--- config.mk ---
export PLATFORM = sky130hd
export DESIGN_NAME = spi_slave
export DESIGN_NICKNAME = d
export VERILOG_FILES = /design/src/rtl/spi_pkg.sv /design/src/rtl/spi_sync_edge.sv /design/src/rtl/spi_slave.sv
export SDC_FILE = /design/constraint.sdc
export NUM_CORES = 1
export LEC_CHECK = 0
export CAP_MARGIN = 10
export CORE_AREA = 2 2 69 71
export CTS_BUF_LIST = sky130_fd_sc_hd__clkbuf_16
export CTS_CLUSTER_DIAMETER = 50
export DETAILED_ROUTE_END_ITERATION = 8
export DIE_AREA = 0 0 71 73
export PLACE_DENSITY_LB_ADDON = 0.05
export RECOVER_POWER = 25
export SLEW_MARGIN = 20
export SYNTH_ARGS = -nofsm -noshare
export SYNTH_HDL_FRONTEND = slang
export SYNTH_HIERARCHICAL = 1
export SYNTH_SLANG_ARGS = --single-unit
--- constraint.sdc ---
create_clock -name I_clk -period 1.4 [get_ports I_clk]
set_clock_uncertainty 0.15 [all_clocks]
set_input_delay 0.21 -clock I_clk [delete_from_list [all_inputs] [get_ports I_clk]]
set_output_delay 0.21 -clock I_clk [all_outputs]
set_load 0.03 [all_outputs]
--- src/rtl/spi_pkg.sv ---
// Shared definitions for the SPI mode-0 slave: default widths, idle fill byte,
// controller states and a constant-evaluable clog2 for counter sizing.
package spi_pkg;

    localparam int         DATA_W_DEF  = 8;
    localparam logic [7:0] TX_IDLE_DEF = 8'hFF;

    typedef enum logic [1:0] {
        StIdle,
        StLoad,
        StShift
    } state_e;

    function automatic int clog2(input int value);
        int result;
        result = 0;
        for (int i = 0; i < 31; i++) begin
            if ((1 << i) < value) begin
                result = i + 1;
            end
        end
        return result;
    endfunction

endpackage

--- src/rtl/spi_sync_edge.sv ---
// Multi-flop synchronizer for one asynchronous bus pin, followed by a delay flop
// that yields single-cycle rise/fall strobes in the I_clk domain.
module spi_sync_edge #(
    parameter int   SYNC_STAGES = 2,
    parameter logic RST_VAL     = 1'b0
) (
    input  logic I_clk,
    input  logic I_rst,
    input  logic I_d,
    output logic O_level,
    output logic O_rise,
    output logic O_fall
);

    logic [SYNC_STAGES-1:0] sync_q;
    logic                   dly_q;

    always_ff @(posedge I_clk) begin
        if (I_rst) begin
            sync_q <= {SYNC_STAGES{RST_VAL}};
            dly_q  <= RST_VAL;
        end else begin
            sync_q <= {sync_q[SYNC_STAGES-2:0], I_d};
            dly_q  <= sync_q[SYNC_STAGES-1];
        end
    end

    assign O_level = sync_q[SYNC_STAGES-1];
    assign O_rise  = sync_q[SYNC_STAGES-1] & ~dly_q;
    assign O_fall  = ~sync_q[SYNC_STAGES-1] & dly_q;

endmodule

--- src/rtl/spi_slave.sv ---
// SPI mode-0 MSB-first slave, oversampled in the I_clk domain, with a valid/ready
// RX output register and a one-entry TX holding buffer feeding MISO.
module spi_slave
    import spi_pkg::*;
#(
    parameter int                DATA_W      = DATA_W_DEF,
    parameter int                SYNC_STAGES = 2,
    parameter logic [DATA_W-1:0] TX_IDLE     = DATA_W'(TX_IDLE_DEF)
) (
    input  logic              I_clk,
    input  logic              I_rst,
    input  logic              I_spi_sck,
    input  logic              I_spi_cs,
    input  logic              I_spi_mosi,
    output logic              O_spi_miso,
    output logic              O_spi_miso_oe,
    input  logic [DATA_W-1:0] I_tx_data,
    input  logic              I_tx_valid,
    output logic              O_tx_ready,
    output logic              O_tx_underrun,
    output logic [DATA_W-1:0] O_rx_data,
    output logic              O_rx_valid,
    input  logic              I_rx_ready,
    output logic              O_rx_overrun
);

    localparam int              CntW    = clog2(DATA_W);
    localparam logic [CntW-1:0] LastBit = CntW'(DATA_W - 1);

    logic sck_rise, sck_fall, unused_sck_lvl;
    logic cs_lvl, cs_fall, unused_cs_rise;
    logic mosi_lvl, unused_mosi_rise, unused_mosi_fall;

    spi_sync_edge #(.SYNC_STAGES(SYNC_STAGES), .RST_VAL(1'b0)) u_sync_sck (
        .I_clk  (I_clk),
        .I_rst  (I_rst),
        .I_d    (I_spi_sck),
        .O_level(unused_sck_lvl),
        .O_rise (sck_rise),
        .O_fall (sck_fall)
    );

    spi_sync_edge #(.SYNC_STAGES(SYNC_STAGES), .RST_VAL(1'b1)) u_sync_cs (
        .I_clk  (I_clk),
        .I_rst  (I_rst),
        .I_d    (I_spi_cs),
        .O_level(cs_lvl),
        .O_rise (unused_cs_rise),
        .O_fall (cs_fall)
    );

    spi_sync_edge #(.SYNC_STAGES(SYNC_STAGES), .RST_VAL(1'b0)) u_sync_mosi (
        .I_clk  (I_clk),
        .I_rst  (I_rst),
        .I_d    (I_spi_mosi),
        .O_level(mosi_lvl),
        .O_rise (unused_mosi_rise),
        .O_fall (unused_mosi_fall)
    );

    state_e            state_q;
    logic [CntW-1:0]   bit_cnt_q;
    logic [DATA_W-2:0] tx_shift_q;  // bits still to send after the one on MISO
    logic [DATA_W-2:0] rx_shift_q;
    logic [DATA_W-1:0] buf_q;
    logic              buf_full_q;
    logic              miso_q;
    logic [DATA_W-1:0] rx_data_q;
    logic              rx_valid_q;
    logic              tx_underrun_q;
    logic              rx_overrun_q;

    logic [DATA_W-1:0] load_d;
    logic [DATA_W-1:0] rx_shift_d;
    logic              load_now;

    always_comb begin
        load_d     = buf_full_q ? buf_q : TX_IDLE;
        rx_shift_d = {rx_shift_q, mosi_lvl};
        load_now   = 1'b0;
        if (!cs_lvl) begin
            load_now = (state_q == StLoad) ||
                       (state_q == StShift && !sck_rise && sck_fall && bit_cnt_q == '0);
        end
    end

    always_ff @(posedge I_clk) begin
        if (I_rst) begin
            state_q       <= StIdle;
            bit_cnt_q     <= '0;
            tx_shift_q    <= '0;
            rx_shift_q    <= '0;
            buf_q         <= '0;
            buf_full_q    <= 1'b0;
            miso_q        <= 1'b0;
            rx_data_q     <= '0;
            rx_valid_q    <= 1'b0;
            tx_underrun_q <= 1'b0;
            rx_overrun_q  <= 1'b0;
        end else begin
            tx_underrun_q <= 1'b0;
            rx_overrun_q  <= 1'b0;
            if (I_tx_valid && !buf_full_q) begin
                buf_q      <= I_tx_data;
                buf_full_q <= 1'b1;
            end
            if (rx_valid_q && I_rx_ready) begin
                rx_valid_q <= 1'b0;
            end
            // A load with an empty buffer leaves buf_full_q to any same-cycle write.
            if (load_now) begin
                tx_shift_q <= load_d[DATA_W-2:0];
                miso_q     <= load_d[DATA_W-1];
                if (buf_full_q) begin
                    buf_full_q <= 1'b0;
                end else begin
                    tx_underrun_q <= 1'b1;
                end
            end
            if (cs_lvl) begin
                state_q   <= StIdle;
                miso_q    <= 1'b0;
                bit_cnt_q <= '0;
            end else begin
                unique case (state_q)
                    StIdle: begin
                        if (cs_fall) begin
                            state_q <= StLoad;
                        end
                    end
                    StLoad: begin
                        state_q <= StShift;
                    end
                    StShift: begin
                        if (sck_rise) begin
                            rx_shift_q <= rx_shift_d[DATA_W-2:0];
                            if (bit_cnt_q == LastBit) begin
                                bit_cnt_q    <= '0;
                                rx_data_q    <= rx_shift_d;
                                rx_valid_q   <= 1'b1;
                                rx_overrun_q <= rx_valid_q && !I_rx_ready;
                            end else begin
                                bit_cnt_q <= bit_cnt_q + 1'b1;
                            end
                        end else if (sck_fall && bit_cnt_q != '0) begin
                            miso_q     <= tx_shift_q[DATA_W-2];
                            tx_shift_q <= {tx_shift_q[DATA_W-3:0], 1'b0};
                        end
                    end
                    default: begin
                        state_q <= StIdle;
                    end
                endcase
            end
        end
    end

    assign O_spi_miso    = miso_q;
    assign O_spi_miso_oe = ~cs_lvl;
    assign O_tx_ready    = ~buf_full_q;
    assign O_tx_underrun = tx_underrun_q;
    assign O_rx_data     = rx_data_q;
    assign O_rx_valid    = rx_valid_q;
    assign O_rx_overrun  = rx_overrun_q;

endmodule

-- After elaboration in Yosys (flattened, before gate mapping)
Cells that the tools add are included.
- bitwise gates (word level): 11
- add/sub/neg operators: 1
- eq/ne operators: 4
- reductions and logical operators: 21
- muxes and demuxes: 23
- operator list (kind ; count):
    two-way mux 7 bit ; 5
    two-way mux 1 bit ; 14
    two-way mux 8 bit ; 1
    inverter 1 bit ; 8
    logical AND 1 bit ; 7
    case mux 2 bit (3 select lines) ; 1
    OR reduction 5 bit ; 1
    AND reduction 2 bit ; 2
    AND reduction 4 bit ; 1
    OR reduction 2 bit ; 2
    adder 3 x 1 -> 3 bit, second input constant ; 1
    AND 1 bit ; 3
    equality test 3 bit, second input constant ; 1
    logical NOT 1 bit ; 3
    logical NOT 3 bit ; 1
    two-way mux 3 bit ; 1
    AND reduction 3 bit ; 1
    nonzero test 3 bit ; 1
    equality test 2 x 1 -> 1 bit, second input constant ; 1
    equality test 2 bit, second input constant ; 1
    logical NOT 2 bit ; 1
    two-way mux 2 bit ; 1
    inequality test 2 bit, second input constant ; 1
    logical OR 1 bit ; 1
- flip-flop bits (word level): 48
- word-level logic and storage cells: 76

-- Depth between registers and ports, before layout
Gate-level depths: netlist of the first run.
- depth in word-level cells: 13
- gate-level depth with buffers: 7
- mapped depth without buffers: 6

-- Hierarchy
Netlist of the first run, hierarchy kept.
- modules (own cells, without submodules) (module ; times used ; cells each ; area an instance (sq um)):
    spi_slave ; 1 ; 183 ; 1675.4
    spi_sync_edge (u_sync_mosi ...) ; 2 ; 8 ; 91.3
    spi_sync_edge (u_sync_cs) ; 1 ; 8 ; 92.6

-- Worst setup path after synthesis of the first run
No wires, ideal clock.
- kind: register to register
- start point: reg bit_cnt_q[0]
- end point: reg tx_shift_q[5]
- slack: -0.136 ns
- period minus slack after synthesis: 1.536 ns
- arrival time: 1.256 ns
- setup time: 0.130 ns
- stages on the path, launching flop included: 8
- cells stage by stage: dfxtp_1 -> inv_1 -> ha_1 -> and2b_2 -> a21o_1 -> nand2b_1 -> buf_6 -> o211ai_2
- longest elaborated chain between the ends: 9
- elaborated cells between the ends (all ways): 11
- those cells by class: mux: 6; reduce/logical: 5
- ends and longest elaborated chain (element ; RTL line ; text):
    start, declared ; spi_slave.sv:62 ; logic [CntW-1:0] bit_cnt_q;
    start signal, assigned ; spi_slave.sv:143 ; bit_cnt_q <= bit_cnt_q + 1'b1;
    logical NOT 3 bit ; spi_slave.sv:83 ; (state_q == StShift && !sck_rise && sck_fall && bit_cnt_q == '0);
    logical AND 1 bit ; spi_slave.sv:83 ;
    logical OR 1 bit ; spi_slave.sv:82 ; load_now = (state_q == StLoad) ||
    two-way mux 1 bit ; spi_slave.sv:81 ; if (!cs_lvl) begin
    two-way mux 7 bit ; spi_slave.sv:111 ; if (load_now) begin
    two-way mux 7 bit ; spi_slave.sv:145 ; end else if (sck_fall && bit_cnt_q != '0) begin
    two-way mux 7 bit ; spi_slave.sv:135 ; if (sck_rise) begin
    two-way mux 7 bit ; spi_slave.sv:125 ; unique case (state_q)
    two-way mux 7 bit * ; spi_slave.sv:120 ; if (cs_lvl) begin
    end signal, assigned ; spi_slave.sv:112 ; tx_shift_q <= load_d[DATA_W-2:0];
    end signal, assigned ; spi_slave.sv:147 ; tx_shift_q <= {tx_shift_q[DATA_W-3:0], 1'b0};
    end, declared ; spi_slave.sv:63 ; logic [DATA_W-2:0] tx_shift_q;
Every way passes the cells marked *; elsewhere a longest branch is shown, timed or not.
A chain may end at the register's enable or synchronous reset.

==> results of run 1 <==
through the flow:
stage / hold slack (ns) / utilization (%) / setup TNS [ns] / setup WS (ns) / std cells
after floorplan: 0.1242 / - / -0.2601 / -0.04313 / 202
after global placement: 0.2506 / 51.61 / -5.709 / -0.2717 / 292
after detailed placement: 0.2473 / 51.61 / -6.748 / -0.2939 / 292
after CTS: 0.2601 / 58.15 / -2.289 / -0.1524 / 306
after global routing: 0.2746 / 62.18 / -5.097 / -0.2424 / 310
final: 0.2541 / 62.18 / -2.632 / -0.1577 / 310
worst max-delay path by stage:
| stage | startpoint | end | slack, ns | cells after the start |
|---|---|---|---|---|
| global placement | I_rst | tx_shift_q[1] | -0.27 | 5 |
| global route | u_sync_sck/sync_q[1] | tx_shift_q[4] | -0.24 | 5 |
| detailed placement | I_rst | tx_shift_q[1] | -0.29 | 5 |
| floorplan | u_sync_sck/sync_q[1] | tx_shift_q[1] | -0.04 | 5 |
| CTS | u_sync_sck/sync_q[1] | tx_shift_q[4] | -0.15 | 5 |
| finish | I_rst | tx_shift_q[6] | -0.16 | 5 |
power breakdown:
part / internal (uW) / total (uW) / switching, uW
Clock: 641 / 1110 / 465
Sequential: 1390 / 1410 / 15.7
Combinational: 96.8 / 185 / 88.1
Total: 2130 / 2700 / 569
flip-flops by register name, indices dropped and copies added, names as in the netlist:
name                cells
O_rx_data               8
buf_q                   8
rx_shift_q              7
tx_shift_q              7
bit_cnt_q               3
state_q                 2
u_sync_cs/sync_q        2
u_sync_mosi/sync_q      2
u_sync_sck/sync_q       2
O_rx_overrun            1
O_rx_valid              1
O_spi_miso              1
O_tx_underrun           1
buf_full_q              1
u_sync_cs/dly_q         1
u_sync_sck/dly_q        1
per-layer routing:
layer / part of all wire (%) / routed length (um) / vias up / GRT usage, %
li1: - / - / 791 / -
met3: 4.8 / 201 / 6 / 5.663
met5: 0 / 0 / - / 0
met4: 1.8 / 76 / 0 / 5.660
met2: 49 / 2058 / 34 / 28.76
met1: 44 / 1827 / 750 / 19.40
cell usage in the layout (no fill, tap or decap), drive strengths merged, types with 4 or more instances in the layout:
master / count
dfxtp: 48
buf: 35
nand2: 23
nor2: 23
a21oi: 19
clkdlybuf4s50: 13
o21ai: 10
mux2i: 9
nor2b: 9
nand3: 8
o211ai: 7
clkbuf: 5
dlygate4sd2: 5
a22oi: 5
clkdlybuf4s15: 4
or2: 4
inv: 4
repair_timing:
item | 4_1_cts | 5_1_grt
hold buffers | 0 | 0
hold endpoints to repair | 0 | 0
gates resized for setup | 40 | 34
buffers inserted | 6 | 4
pin swaps | 7 | 12
setup endpoints to repair | 39 | 35
gates cloned | 1 | 0
layout make-up:
class / count / area, um^2 / area share [%]
Multi-Input combinational cell: 139 / 1079 / 38.24
Clock inverter: 2 / 8.758 / 0.3106
Inverter: 4 / 17.52 / 0.6211
Tap cell: 54 / 67.56 / 2.396
Timing Repair Buffer: 58 / 551.8 / 19.57
Clock buffer: 5 / 125.1 / 4.437
Sequential cell: 48 / 970.9 / 34.43
==> results.json, run 1 <==
{
  "cts.path.max_buffers": 2,
  "rows": 25,
  "worstSkewPairLatency_ns": 0.28,
  "worst_slew_pin_slew_ns": 0.3040,
  "start_kind": "primary input",
  "critPathSlowestCell": "dlygate4sd3_1",
  "crit_type": "in -> reg",
  "fmax_mhz": 642.0,
  "initial_core_util_pct": 42.01,
  "die_w_um": 71,
  "violations": "negative setup slack",
  "holdPathEnd": "u_sync_cs/sync_q[1]",
  "htreeDepth": 2,
  "worstReg2RegStart": "bit_cnt_q[1]",
  "avgSynthCellArea_um2": 9.434,
  "syn_inst": 202,
  "cpLargestDelayFamily": "simple AND/OR/NAND/NOR gates",
  "setup_viol": 31,
  "cts_tree": "yes",
  "r2r-end": "tx_shift_q[5]",
  "n_fill_cell": 380,
  "syn_area_um2": 1906,
  "io_pins": 29,
  "hold_viol": 0,
  "cp_max_fo": 6,
  "syn_to_final_growth_pct": 48.00,
  "num_antenna_cells": 0,
  "io_buffers": 28,
  "first_pass_iters": 5,
  "cts_sinks": 48,
  "place_hpwl_um": 2773,
  "grt_pass1_vias": 1529,
  "worstRegToRegCells": 7,
  "drt_iter0_drc": 67,
  "path_clk_slew_ns": 0.06,
  "rsz0062_at_grt": "yes",
  "fp.dieH_um": 73,
  "wl_per_cell_um": 13.43,
  "die_area_um2": 5183,
  "power.density_nw_per_um2": 957.3,
  "clockRootBuffer": "clkbuf_16",
  "fin_nets": 274,
  "postLayoutCellArea_um2": 2820,
  "remaining_drc_errors": 0,
  "core_area_um2": 4536,
  "slew_viol_final": 0,
  "grt_max_degree": 20,
  "num_vias": 1581,
  "min_period_over_period_pct": 111.3,
  "syn_nets": 220,
  "whs_path_depth": 1,
  "p_total_uw": 2700,
  "status": "finished, violations left",
  "ir_drop_uv": 647.2,
  "drive_above_1_share_pct": 37.89,
  "dpl_cell_area_um2": 2341,
  "fin_ws_ns": -0.1577,
  "relSlewSlack_pct": 79.71,
  "cp_cell_sequence": "dlygate4sd3_1, or2_4, nor3b_4, a22oi_1, o211ai_2",
  "vias_per_cell": 5.100,
  "antenna_found_initial": 0,
  "grt_pass1_wl_um": 6720,
  "worst-path-buf-inv": 1,
  "arrival_ns": 1.62,
  "drt_wl_total_um": 4164,
  "hp-class": "reg -> reg",
  "rrSetupSlack_ns": -0.15,
  "overflow": 0,
  "worstPathRequired_ns": 1.46,
  "cp_slowest_stage_delay_ns": 0.57,
  "cts_buffers": 5,
  "hp-start": "u_sync_cs/sync_q[0]",
  "ant_nets": 0,
  "globalplace.congestion": 0.7380,
  "cp-end-kind": "flip-flop",
  "synth_warnings": 6,
  "p_leak_uw": 0.001086,
  "cap_viol_max_count": 0,
  "track_usage_pct": 16.66,
  "period_minus_slack_ns": 1.558
}
No activity file was read; power rests on OpenSTA's default activity.
==> run 2, diff against run 1 <==
- ABC_CLOCK_PERIOD_IN_PS: default -> 1400
==> results of run 2 <==
No change in the layout: final DEF, timing and power equal those of run 1.
